## config.mk

```make
export PLATFORM = sky130hd
export DESIGN_NAME = random_engine_reader_flat
export DESIGN_NICKNAME = d
export VERILOG_FILES = /design/src/rtl/random_engine_reader_if.sv /design/src/rtl/random_engine_reader.sv /design/src/flat_wrapper.sv
export SDC_FILE = /design/constraint.sdc
export NUM_CORES = 1
export LEC_CHECK = 0
export ABC_AREA = 1
export CAP_MARGIN = 20
export CORE_ASPECT_RATIO = 0.8
export CORE_UTILIZATION = 32
export CTS_BUF_LIST = sky130_fd_sc_hd__clkbuf_16
export CTS_CLUSTER_DIAMETER = 100
export CTS_CLUSTER_SIZE = 12
export DETAILED_ROUTE_END_ITERATION = 8
export MAX_ROUTING_LAYER = met4
export PLACE_DENSITY = 0.6
export SYNTH_ARGS = -nofsm -noshare
export SYNTH_HDL_FRONTEND = slang
export SYNTH_SLANG_ARGS = --single-unit
```

## constraint.sdc

```tcl
create_clock -name clk -period 2.25 [get_ports clk]
set_input_delay 0.5625 -clock clk [delete_from_list [all_inputs] [get_ports clk]]
set_output_delay 0.5625 -clock clk [all_outputs]
set_load 0.02 [all_outputs]
```

## src/rtl/random_engine_reader_if.sv

```systemverilog
// Request / response bundle between a host and the random engine reader.
// The host side drives requests and accepts samples; the reader side answers.
interface random_engine_reader_if #(
    parameter int WIDTH   = 32,
    parameter int COUNT_W = 8
);
    logic               req_val;
    logic               req_rdy;
    logic [COUNT_W-1:0] req_count;
    logic               resp_val;
    logic               resp_rdy;
    logic [WIDTH-1:0]   resp_data;
    logic               resp_last;

    modport master (
        output req_val,
        output req_count,
        output resp_rdy,
        input  req_rdy,
        input  resp_val,
        input  resp_data,
        input  resp_last
    );

    modport slave (
        input  req_val,
        input  req_count,
        input  resp_rdy,
        output req_rdy,
        output resp_val,
        output resp_data,
        output resp_last
    );
endinterface

```

## src/rtl/random_engine_reader.sv

```systemverilog
// Host-side initiator for the random engine: starts it, collects a counted
// number of LFSR samples through a one-entry buffer, then stops it.
module random_engine_reader #(
    parameter int WIDTH   = 32,
    parameter int COUNT_W = 8
) (
    input  logic                   clk,
    input  logic                   rst,
    random_engine_reader_if.slave  bus,
    output logic                   eng_start,
    output logic                   eng_stop,
    input  logic                   eng_active,
    input  logic [WIDTH-1:0]       eng_data,
    output logic                   busy
);

    typedef enum logic [2:0] {
        IDLE,
        START,
        COLLECT,
        STOP,
        DRAIN
    } state_t;

    state_t             state;
    logic [COUNT_W-1:0] remaining;
    logic               buf_free;
    logic               resp_hs;
    logic               cap;
    logic               last_one;

    assign buf_free = !bus.resp_val || bus.resp_rdy;
    assign resp_hs  = bus.resp_val && bus.resp_rdy;
    assign last_one = (remaining == COUNT_W'(1));
    assign cap      = (state == COLLECT) && eng_active &&
                      (remaining != '0) && buf_free;

    // Gated by rst so the output is low while reset is held.
    assign bus.req_rdy = rst && (state == IDLE) && !eng_active;

    // Control FSM with registered engine pulses, busy and response buffer.
    always_ff @(posedge clk or negedge rst) begin
        if (!rst) begin
            state         <= IDLE;
            remaining     <= '0;
            eng_start     <= 1'b0;
            eng_stop      <= 1'b0;
            busy          <= 1'b0;
            bus.resp_val  <= 1'b0;
            bus.resp_data <= '0;
            bus.resp_last <= 1'b0;
        end else begin
            eng_start <= 1'b0;
            eng_stop  <= 1'b0;

            unique case (state)
                IDLE: begin
                    if (eng_active) begin
                        state    <= STOP;
                        eng_stop <= 1'b1;
                        busy     <= 1'b1;
                    end else if (bus.req_val && bus.req_count != '0) begin
                        remaining <= bus.req_count;
                        state     <= START;
                        eng_start <= 1'b1;
                        busy      <= 1'b1;
                    end
                end
                START: begin
                    state <= COLLECT;
                end
                COLLECT: begin
                    if (cap && last_one) begin
                        state    <= STOP;
                        eng_stop <= 1'b1;
                    end
                end
                STOP: begin
                    state <= DRAIN;
                end
                DRAIN: begin
                    if (!eng_active && buf_free) begin
                        state <= IDLE;
                        busy  <= 1'b0;
                    end
                end
                default: begin
                    state <= IDLE;
                    busy  <= 1'b0;
                end
            endcase

            if (cap) begin
                bus.resp_data <= eng_data;
                bus.resp_val  <= 1'b1;
                bus.resp_last <= last_one;
                remaining     <= remaining - COUNT_W'(1);
            end else if (resp_hs) begin
                bus.resp_val <= 1'b0;
            end
        end
    end

endmodule

```

## src/flat_wrapper.sv

```systemverilog
// flat-port wrapper written by rule: the top's interface ports become plain ports
module random_engine_reader_flat 
#(
    parameter int WIDTH   = 32,
    parameter int COUNT_W = 8
)
  (clk, rst, eng_start, eng_stop, eng_active, eng_data, busy, bus_req_val, bus_req_count, bus_resp_rdy, bus_req_rdy, bus_resp_val, bus_resp_data, bus_resp_last);
  random_engine_reader_if #(.WIDTH(WIDTH), .COUNT_W(COUNT_W)) bus_i ();
  input  logic clk;
  input  logic rst;
  output logic eng_start;
  output logic eng_stop;
  input  logic eng_active;
  input  logic [WIDTH-1:0] eng_data;
  output logic busy;
  input wire logic [$bits(bus_i.req_val)-1:0] bus_req_val;
  input wire logic [$bits(bus_i.req_count)-1:0] bus_req_count;
  input wire logic [$bits(bus_i.resp_rdy)-1:0] bus_resp_rdy;
  output wire logic [$bits(bus_i.req_rdy)-1:0] bus_req_rdy;
  output wire logic [$bits(bus_i.resp_val)-1:0] bus_resp_val;
  output wire logic [$bits(bus_i.resp_data)-1:0] bus_resp_data;
  output wire logic [$bits(bus_i.resp_last)-1:0] bus_resp_last;
  assign bus_i.req_val = bus_req_val;
  assign bus_i.req_count = bus_req_count;
  assign bus_i.resp_rdy = bus_resp_rdy;
  assign bus_req_rdy = bus_i.req_rdy;
  assign bus_resp_val = bus_i.resp_val;
  assign bus_resp_data = bus_i.resp_data;
  assign bus_resp_last = bus_i.resp_last;
  random_engine_reader #(.WIDTH(WIDTH), .COUNT_W(COUNT_W)) u_core (.clk(clk), .rst(rst), .bus(bus_i), .eng_start(eng_start), .eng_stop(eng_stop), .eng_active(eng_active), .eng_data(eng_data), .busy(busy));
endmodule
```

======== Word-level counts from Yosys, hierarchy flattened ========
Cells that the tools add are included.
cells by class
  eq/ne operators ......................... 9
  add/subtract/negate cells ............... 1
  reduce and logical (&&, ||, !) cells .... 22
  multiplexer cells ....................... 21
  bitwise gates (word level) .............. 1
operators with widths
  cell                                                   number
  two-way mux 8 bit                                      4
  nonzero test 8 bit                                     2
  one-hot mux 3 bit (5 select lines)                     1
  two-way mux 3 bit                                      4
  two-way mux 1 bit                                      10
  logical AND 1 bit                                      9
  AND reduction 3 bit                                    3
  equality test 8 x 1 -> 1 bit, second input constant    1
  subtractor 8 x 1 -> 8 bit, second input constant       1
  equality test 3 x 2 -> 1 bit, second input constant    2
  nonzero test 2 bit                                     3
  inequality test 2 x 1 -> 1 bit, second input constant  2
  equality test 3 x 1 -> 1 bit, second input constant    1
  equality test 3 bit, second input constant             1
  zero test 3 bit                                        1
  inequality test 3 bit, second input constant           1
  one-hot mux 1 bit (3 select lines)                     1
  OR reduction 3 bit                                     1
  zero test 1 bit                                        2
  inequality test 2 bit, second input constant           1
  one-hot mux 1 bit (2 select lines)                     1
  logical OR 1 bit                                       1
  inverter 1 bit                                         1
storage, ports and cells
  bits of input ports ..................... 45
  output and inout port bits .............. 38
  bits in registers ....................... 48
  logic and storage cells ................. 62

======== Logic depth before layout (Yosys ltp) ========
Gate-level depths: netlist of run 1.
  word-level depth ........................ 7
  mapped depth ............................ 12
  mapped depth without buffers ............ 11

======== Least setup slack after synthesis of run 1 ========
OpenSTA, ideal clock, no wires.
  path type ............................... flip-flop to output port
  from .................................... register u_core.state[1]
  to ...................................... output bus_req_rdy
  setup slack ............................. 606 ps
  required time ........................... 1688 ps
  data arrival time ....................... 1081 ps
  path buffers ............................ 0
  stages on the path, launching flop included .. 6
  cell sequence ........................... dfrtp_1 > nor2_1 > nand2_1 > inv_1 > nand2_1 > nor2_1
between the ends
  cells in the longest elaborated chain, start to end .. 3
RTL lines
  what                             RTL line                    source
  start: declaration               random_engine_reader.sv:25  state_t state;
  start signal: assignment         random_engine_reader.sv:44  state <= IDLE;
  start signal: assignment         random_engine_reader.sv:59  state <= STOP;
  start signal: assignment         random_engine_reader.sv:64  state <= START;
  zero test 3 bit                  random_engine_reader.sv:39  assign bus.req_rdy = rst && (state == IDLE) && !eng_active;
  logical AND 1 bit (2 in series)  random_engine_reader.sv:39
  end: declaration                 flat_wrapper.sv:19          output wire logic [$bits(bus_i.req_rdy)-1:0] bus_req_rdy;
Every way passes these cells.

======== Final worst setup path of run 1 ========
Ends and elaborated chain as after synthesis.

==> impl_metrics.json, run 1 <==
{
  "die_w_um": 95.85,
  "die_h_um": 77.08,
  "rr_worst_depth": 10,
  "multi_input_area_um2": 897.1,
  "htree_levels": 2,
  "post-route-period-util": 0.9112,
  "viasPerCell": 4.436,
  "ctsRootBufferMaster": "clkbuf_16",
  "synthDistinctLibCells": 21,
  "worstPathRequired_ns": 1.69,
  "seqPwrFrac": 0.344,
  "rrSetupSlack_ns": 0.47,
  "yosysWarnings": 0,
  "grt_use_total": 0.1577,
  "clock_skew_ns": 0.007650,
  "clkLatencyLatePin_ns": 0.28,
  "tns_ns": 0,
  "avgSynthCellArea_um2": 8.024,
  "report.final.slew_viol_count": 0,
  "place_ws_ns": 0.003278,
  "fillerInstances": 643,
  "postPlaceCellArea_um2": 3196,
  "ys_seq_area_frac": 0.5327,
  "start_kind": "flip-flop",
  "drcViolationCount": 0,
  "end_kind": "output pin",
  "rsz0062_at_grt": "false",
  "rows": 26,
  "dp_hpwl_um": 4058,
  "clockBufferDepth": 2,
  "power.internal_mw": 2.656,
  "worst_slew_pin_slew_ns": 0.6050,
  "startpoint": "u_core.state[1]",
  "postRouteAntennaNets": 0,
  "clk_pin_slew_worst_paths_ns": 0.06,
  "powerDensity_nw_per_um2": 1319,
  "syn2layout_area_growth_pct": 48.06,
  "path_class": "flip-flop to output pin",
  "start_util": 0.3414,
  "grt_pass1_wl_um": 8914,
  "max_freq_mhz": 487.8,
  "hp-class": "input port to async pin",
  "overflow": 0,
  "ys_seq_elements": 48,
  "finalInstanceArea_um2": 3338,
  "max_slew_margin": 0.5967,
  "reg2reg_from": "u_core.remaining[0]",
  "syn_nets": 328,
  "place_congestion": 0.9135,
  "final_common_cell": "nand2_1",
  "coreArea_um2": 6604,
  "mostFrequentLayoutCells": "141 x nand2_1, 80 x clkdlybuf4s50_1, 48 x dfrtp_1",
  "fin_ws_ns": 0.1998,
  "wl_um": 5382,
  "first_pass_iters": 4,
  "cap_violations": 0,
  "portBuffers": 82,
  "netlist_instances": 281,
  "status": "finished clean",
  "cts_tree": "yes",
  "cts_setup_buffers": 0,
  "r2r-end": "u_core.bus.resp_data[8]",
  "fin_util": 0.5055,
  "hold_buffers": 0,
  "leakage_nw": 1.661,
  "crit_arrival_ns": 1.49,
  "clockPowerShare": 0.161,
  "antenna_found_initial": 0,
  "ios": 83,
  "drt-wirelength-per-cell_um": 11.73,
  "diodes": 0,
  "numCtsBuffers": 5,
  "vias": 2036,
  "crit_fanout": 4,
  "drt_iter0_drc": 94,
  "synth_area_um2": 2255,
  "period_minus_slack_ns": 2.050,
  "holdWs_ns": 0.3862,
  "grt_max_degree": 49,
  "combinationalPowerShare": 0.496,
  "peakVddDrop_mv": 0.6651,
  "place_inst": 451,
  "hold_violations": 0,
  "final_cells": 459,
  "grt_pass1_vias": 1950,
  "finalSetupViolCount": 0,
  "switchingPower_mw": 1.748,
  "nets": 421,
  "regArea_um2": 1201,
  "p_sw_frac": 0.3969,
  "cts.sinks": 48,
  "endpoint": "bus_req_rdy",
  "power.total_mw": 4.404,
  "dieArea_um2": 7388,
  "drive_above_1_share": 0.08800
}
[registers in the layout, indices dropped and copies added (netlist names)]
name	flops
u_core.state	3
u_core.bus.resp_data	32
u_core.bus.resp_last	1
u_core.bus.resp_val	1
u_core.eng_start	1
u_core.busy	1
u_core.remaining	8
u_core.eng_stop	1
[worst min path at each step]
stage / from / end / depth (start not counted)
6_report: rst / u_core.eng_stop / 2
4_1_cts: rst / u_core.remaining[4] / 2
5_1_grt: rst / u_core.eng_stop / 2
2_1_floorplan: rst / u_core.bus.resp_data[0] / 0
3_3_place_gp: u_core.bus.resp_last / u_core.bus.resp_last / 2
3_5_place_dp: u_core.bus.resp_last / u_core.bus.resp_last / 2
[Yosys cell counts (all sizes together)]
cell,number,area share
inv,23,0.038
nand3,12,0.034
nand2,143,0.24
ha,2,0.011
a21oi,3,0.0067
xor2,2,0.0078
nand4,11,0.031
dfrtp,48,0.53
nor2,22,0.049
o21ai,5,0.011
xnor2,1,0.0039
nand3b,1,0.0033
buf,8,0.031
[critical path, stage by stage (launching register included)]
cell,delay (ns)
dfrtp_1,0.41
nor2_1,0.18
nand2_1,0.09
inv_1,0.08
nand2_1,0.05
nor2_1,0.07
dlygate4sd2_1,0.33
[cell type report]
type / instances / area share
inverter: 23 / 0.02586
clock inverter: 3 / 0.005622
tap: 84 / 0.03148
sequential: 48 / 0.3598
multi-input combinational: 202 / 0.2687
timing repair buffer: 94 / 0.2710
clock buffer: 5 / 0.03748
[kinds of logic after synthesis]
| family | count (synthesis) | synth area share |
|---|---|---|
| adder cells (fa/ha/maj) | 2 | 0.01110 |
| AO/OA/AOI/OAI | 8 | 0.01775 |
| AND/OR/NAND/NOR | 189 | 0.3574 |
| flip-flops | 48 | 0.5327 |
| XOR/XNOR | 3 | 0.01166 |
| buffers and inverters | 31 | 0.06936 |
[per-layer routing]
layer / wire, um / GRT usage
met1: 2668 / 0.2119
met2: 2342 / 0.2471
met3: 313 / 0.02976
met4: 58 / 0.03433
met5: 0 / -
[power by group through the flow]
stage | clock, mW | sequential (mW) | combinational (mW)
after floorplan | 0 | 1.87 | 0.925
final | 0.707 | 1.51 | 2.18
after global routing | 0.769 | 1.57 | 2.44
after CTS | 0.742 | 1.51 | 2.22
after global placement | 0 | 1.52 | 2.20
after detailed placement | 0 | 1.52 | 2.22
[timing repair]
| item | 4_1_cts | 5_1_grt |
|---|---|---|
| endpoints found under the setup margin | 1 | 0 |
| gates resized for setup | 1 | 0 |
| hold endpoints to repair | 0 | 0 |
(Power assumes the default switching activity.)
==> run 2: changes to the inputs <==
Settings changed: CTS_BUF_LIST sky130_fd_sc_hd__clkbuf_16 to sky130_fd_sc_hd__clkbuf_4 sky130_fd_sc_hd__clkbuf_8.
==> impl_metrics.json, run 2 (synthesis results as in run 1) <==
{
  "cts_tree": "yes",
  "nets": 421,
  "vias": 2032,
  "finalSetupViolCount": 0,
  "largest_reg_flops": 32,
  "rsz0062_at_grt": "false",
  "end_kind": "output pin",
  "drive_above_1_share": 0.09067,
  "period_minus_slack_ns": 2.071,
  "clock_skew_ns": 0.01161,
  "start_util": 0.3414,
  "dp_hpwl_um": 4058,
  "crit_fanout": 4,
  "crit_arrival_ns": 1.51,
  "tns_ns": 0,
  "portBuffers": 82,
  "report.final.slew_viol_count": 0,
  "grt_max_degree": 49,
  "syn2layout_area_growth_pct": 46.00,
  "grt_pass1_vias": 1952,
  "first_pass_iters": 4,
  "peakVddDrop_mv": 0.5396,
  "viasPerCell": 4.427,
  "post-route-period-util": 0.9206,
  "final_common_cell": "nand2_1",
  "clk_pin_slew_worst_paths_ns": 0.08,
  "hold_violations": 0,
  "final_cells": 459,
  "hold_buffers": 0,
  "cp_top_family": "flip-flops",
  "reg.largest.list": "u_core.bus.resp_data: 32 flops, u_core.remaining: 8 flops, u_core.state: 3 flops",
  "max_slew_margin": 0.5960,
  "place_ws_ns": 0.003278,
  "path_cells": "nor2_1, nand2_1, inv_1, nand2_1, nor2_1, dlygate4sd2_1",
  "hp-class": "input port to async pin",
  "grt_use_total": 0.1596,
  "fin_util": 0.4985,
  "path_class": "flip-flop to output pin",
  "leakage_nw": 1.641,
  "clockBufferDepth": 2,
  "max_freq_mhz": 482.8,
  "wl_um": 5422,
  "numCtsBuffers": 5,
  "drt-wirelength-per-cell_um": 11.81,
  "postRouteAntennaNets": 0,
  "cts_setup_buffers": 0,
  "worst_slew_pin_slew_ns": 0.6060,
  "powerDensity_nw_per_um2": 1285,
  "coreArea_um2": 6604,
  "place_congestion": 0.9135,
  "postPlaceCellArea_um2": 3196,
  "htree_levels": 2,
  "power.total_mw": 4.229,
  "regMostFlops": "u_core.bus.resp_data",
  "slowest_delay_ns": 0.42,
  "holdWs_ns": 0.3668,
  "overflow": 0,
  "cap_violations": 0,
  "grt_pass1_wl_um": 8921,
  "fin_ws_ns": 0.1787,
  "drt_iter0_drc": 91,
  "status": "finished clean",
  "die_h_um": 77.08,
  "cts.sinks": 48,
  "ios": 83,
  "antenna_found_initial": 0,
  "ctsRootBufferMaster": "clkbuf_8",
  "place_inst": 451,
  "finalInstanceArea_um2": 3292,
  "rrSetupSlack_ns": 0.47,
  "die_w_um": 95.85,
  "drcViolationCount": 0,
  "rows": 26,
  "worstPathRequired_ns": 1.69,
  "mostFrequentLayoutCells": "141 x nand2_1, 80 x clkdlybuf4s50_1, 48 x dfrtp_1",
  "cp.buffers_inverters": 2,
  "cpMaxStageDelayCell": "dfrtp_1",
  "dieArea_um2": 7388,
  "clkLatencyLatePin_ns": 0.30,
  "start_kind": "flip-flop",
  "diodes": 0
}
run 2: cell count changes in the layout (fill, tap and decap cells not counted), sizes merged:
cell    before  now
clkbuf       5    6
clkinv       1    0
run 2: timing repair:
item                                   4_1_cts  5_1_grt
gates resized for setup                      1        0
setup endpoints to repair                    1        0
endpoints found under the hold margin        0        0
run 2: final timing paths:
| path | startpoint | end | cells after the start |
|---|---|---|---|
| worst max-delay path | u_core.state[1] | bus_req_rdy | 6 |
| worst min-delay path | rst | u_core.eng_stop | 2 |
| worst max register to register | u_core.remaining[0] | u_core.bus.resp_data[8] | 10 |
| worst min register to register | u_core.bus.resp_last | u_core.bus.resp_last | 2 |
| max in group asynchronous | rst | u_core.bus.resp_data[12] | 2 |
| min in group clk | u_core.bus.resp_last | u_core.bus.resp_last | 2 |
run 2: power by group:
| part | total [mW] | switching [mW] | leakage [nW] | internal [mW] |
|---|---|---|---|---|
| Combinational | 2.19 | 1.20 | 0.997 | 0.989 |
| Clock | 0.532 | 0.283 | 0.0434 | 0.249 |
| Sequential | 1.51 | 0.254 | 0.601 | 1.26 |
run 2: routing by layer:
metal  wire (um)  up-vias  GRT usage
met5           0        -          -
met1        2717      919     0.2125
met2        2312       61     0.2464
met4          76        0    0.04776
li1            -     1045          -
met3         316        7    0.02976
run 2: layout make-up:
cell class	instances	area (um^2)
fill	649	3312
sequential	48	1201
timing repair buffer	94	904.6
multi-input combinational	202	897.1
tap	84	105.1
inverter	23	86.33
clock buffer	6	82.58
clock inverter	2	15.01
==> run 3: changes to the inputs <==
Clock period 2.25 ns to 2.6 ns, I/O delays scaled along.
==> impl_metrics.json, run 3 (synthesis results as in run 1) <==
{
  "status": "finished clean",
  "peakVddDrop_mv": 0.3923,
  "path_class": "flip-flop to output pin",
  "wl_um": 5346,
  "portBuffers": 82,
  "tns_ns": 0,
  "crit_fanout": 4,
  "hold_buffers": 0,
  "worst_slew_pin_slew_ns": 0.6055,
  "numCtsBuffers": 5,
  "grt_pass1_wl_um": 9039,
  "final_cells": 453,
  "grt_use_total": 0.1626,
  "hp-class": "input port to async pin",
  "drt-wirelength-per-cell_um": 11.80,
  "overflow": 0,
  "start_kind": "flip-flop",
  "cts_tree": "yes",
  "cpMaxStageDelayCell": "dfrtp_1",
  "largest_reg_flops": 32,
  "mostFrequentLayoutCells": "141 x nand2_1, 80 x clkdlybuf4s50_1, 48 x dfrtp_1",
  "drcViolationCount": 0,
  "max_freq_mhz": 463.4,
  "place_congestion": 0.8952,
  "finalInstanceArea_um2": 3251,
  "clock_skew_ns": 0.007255,
  "first_pass_iters": 4,
  "hold_violations": 0,
  "leakage_nw": 1.635,
  "powerDensity_nw_per_um2": 1119,
  "cts.sinks": 48,
  "grt_max_degree": 49,
  "report.final.slew_viol_count": 0,
  "antenna_found_initial": 0,
  "reg.largest.list": "u_core.bus.resp_data: 32 flops, u_core.remaining: 8 flops, u_core.state: 3 flops",
  "dieArea_um2": 7388,
  "postRouteAntennaNets": 0,
  "start_util": 0.3414,
  "place_inst": 445,
  "final_common_cell": "nand2_1",
  "grt_pass1_vias": 1982,
  "end_kind": "output pin",
  "postPlaceCellArea_um2": 3151,
  "rsz0062_at_grt": "false",
  "crit_arrival_ns": 1.51,
  "dp_hpwl_um": 3922,
  "clockBufferDepth": 2,
  "max_slew_margin": 0.5964,
  "rows": 26,
  "vias": 2002,
  "worstPathRequired_ns": 1.95,
  "finalSetupViolCount": 0,
  "syn2layout_area_growth_pct": 44.17,
  "slowest_delay_ns": 0.42,
  "die_h_um": 77.08,
  "viasPerCell": 4.419,
  "regMostFlops": "u_core.bus.resp_data",
  "holdWs_ns": 0.4518,
  "post-route-period-util": 0.8299,
  "nets": 415,
  "die_w_um": 95.85,
  "ios": 83,
  "coreArea_um2": 6604,
  "diodes": 0,
  "cap_violations": 0,
  "clk_pin_slew_worst_paths_ns": 0.08,
  "clkLatencyLatePin_ns": 0.30,
  "ctsRootBufferMaster": "clkbuf_8",
  "period_minus_slack_ns": 2.158,
  "htree_levels": 2,
  "path_cells": "nor2_1, nand2_1, inv_1, nand2_1, nor2_1, dlymetal6s2s_1",
  "drive_above_1_share": 0.07588,
  "drt_iter0_drc": 61
}
-- run 3: repair_timing --
item	4_1_cts	5_1_grt
endpoints found under the setup margin	0	1
gates resized for setup	0	1
setup buffers	0	0
-- run 3: worst paths after layout --
path	depth (start not counted)	to	slack (ns)	from
worst min-delay path	2	u_core.busy	0.45	rst
worst max-delay path	6	bus_req_rdy	0.44	u_core.state[1]
worst min register to register	2	u_core.bus.resp_last	0.48	u_core.bus.resp_last
max in group asynchronous	2	u_core.bus.resp_data[25]	1.73	rst
min in group clk	2	u_core.bus.resp_last	0.48	u_core.bus.resp_last
worst max register to register	9	u_core.bus.resp_data[16]	0.83	u_core.remaining[0]
-- run 3: report_power, final --
group | switching (mW) | internal, mW | leakage [nW]
logic | 1.03 | 0.824 | 0.982
registers | 0.229 | 1.09 | 0.601
clock network | 0.232 | 0.238 | 0.0523
total | 1.49 | 2.15 | 1.63
-- run 3: cell type report --
class / count / area, um^2
Inverter: 23 / 86.33
Timing Repair Buffer: 88 / 863.3
Tap cell: 84 / 105.1
Multi-Input combinational cell: 202 / 897.1
Clock buffer: 8 / 97.59
Sequential cell: 48 / 1201
Fill cell: 622 / 3353
-- run 3: per-stage QoR --
step | worst slack (ns) | power (mW) | utilization
6_report | 0.4423 | 3.636 | 0.4922
5_1_grt | 0.3043 | 3.952 | 0.4922
4_1_cts | 0.02991 | 3.689 | 0.4919
3_5_place_dp | 0.1583 | 3.194 | 0.4771
3_3_place_gp | 0.1723 | 3.167 | 0.4771
2_1_floorplan | 0.8688 | 2.416 | -
-- run 3: routing by layer --
metal,GRT usage,part of all wire,up-vias
met1,0.2071,0.47,896
li1,-,-,1039
met4,0.05373,0.013,0
met3,0.03869,0.072,5
met5,-,0,-
met2,0.2529,0.44,62
-- run 3: critical path, delay by kind of cell, from the launching register on --
| kind | cells | cell delay (ns) |
|---|---|---|
| and+or+nand+nor | 4 | 0.47 |
| buffers and inverters | 2 | 0.32 |
| DFF | 1 | 0.42 |
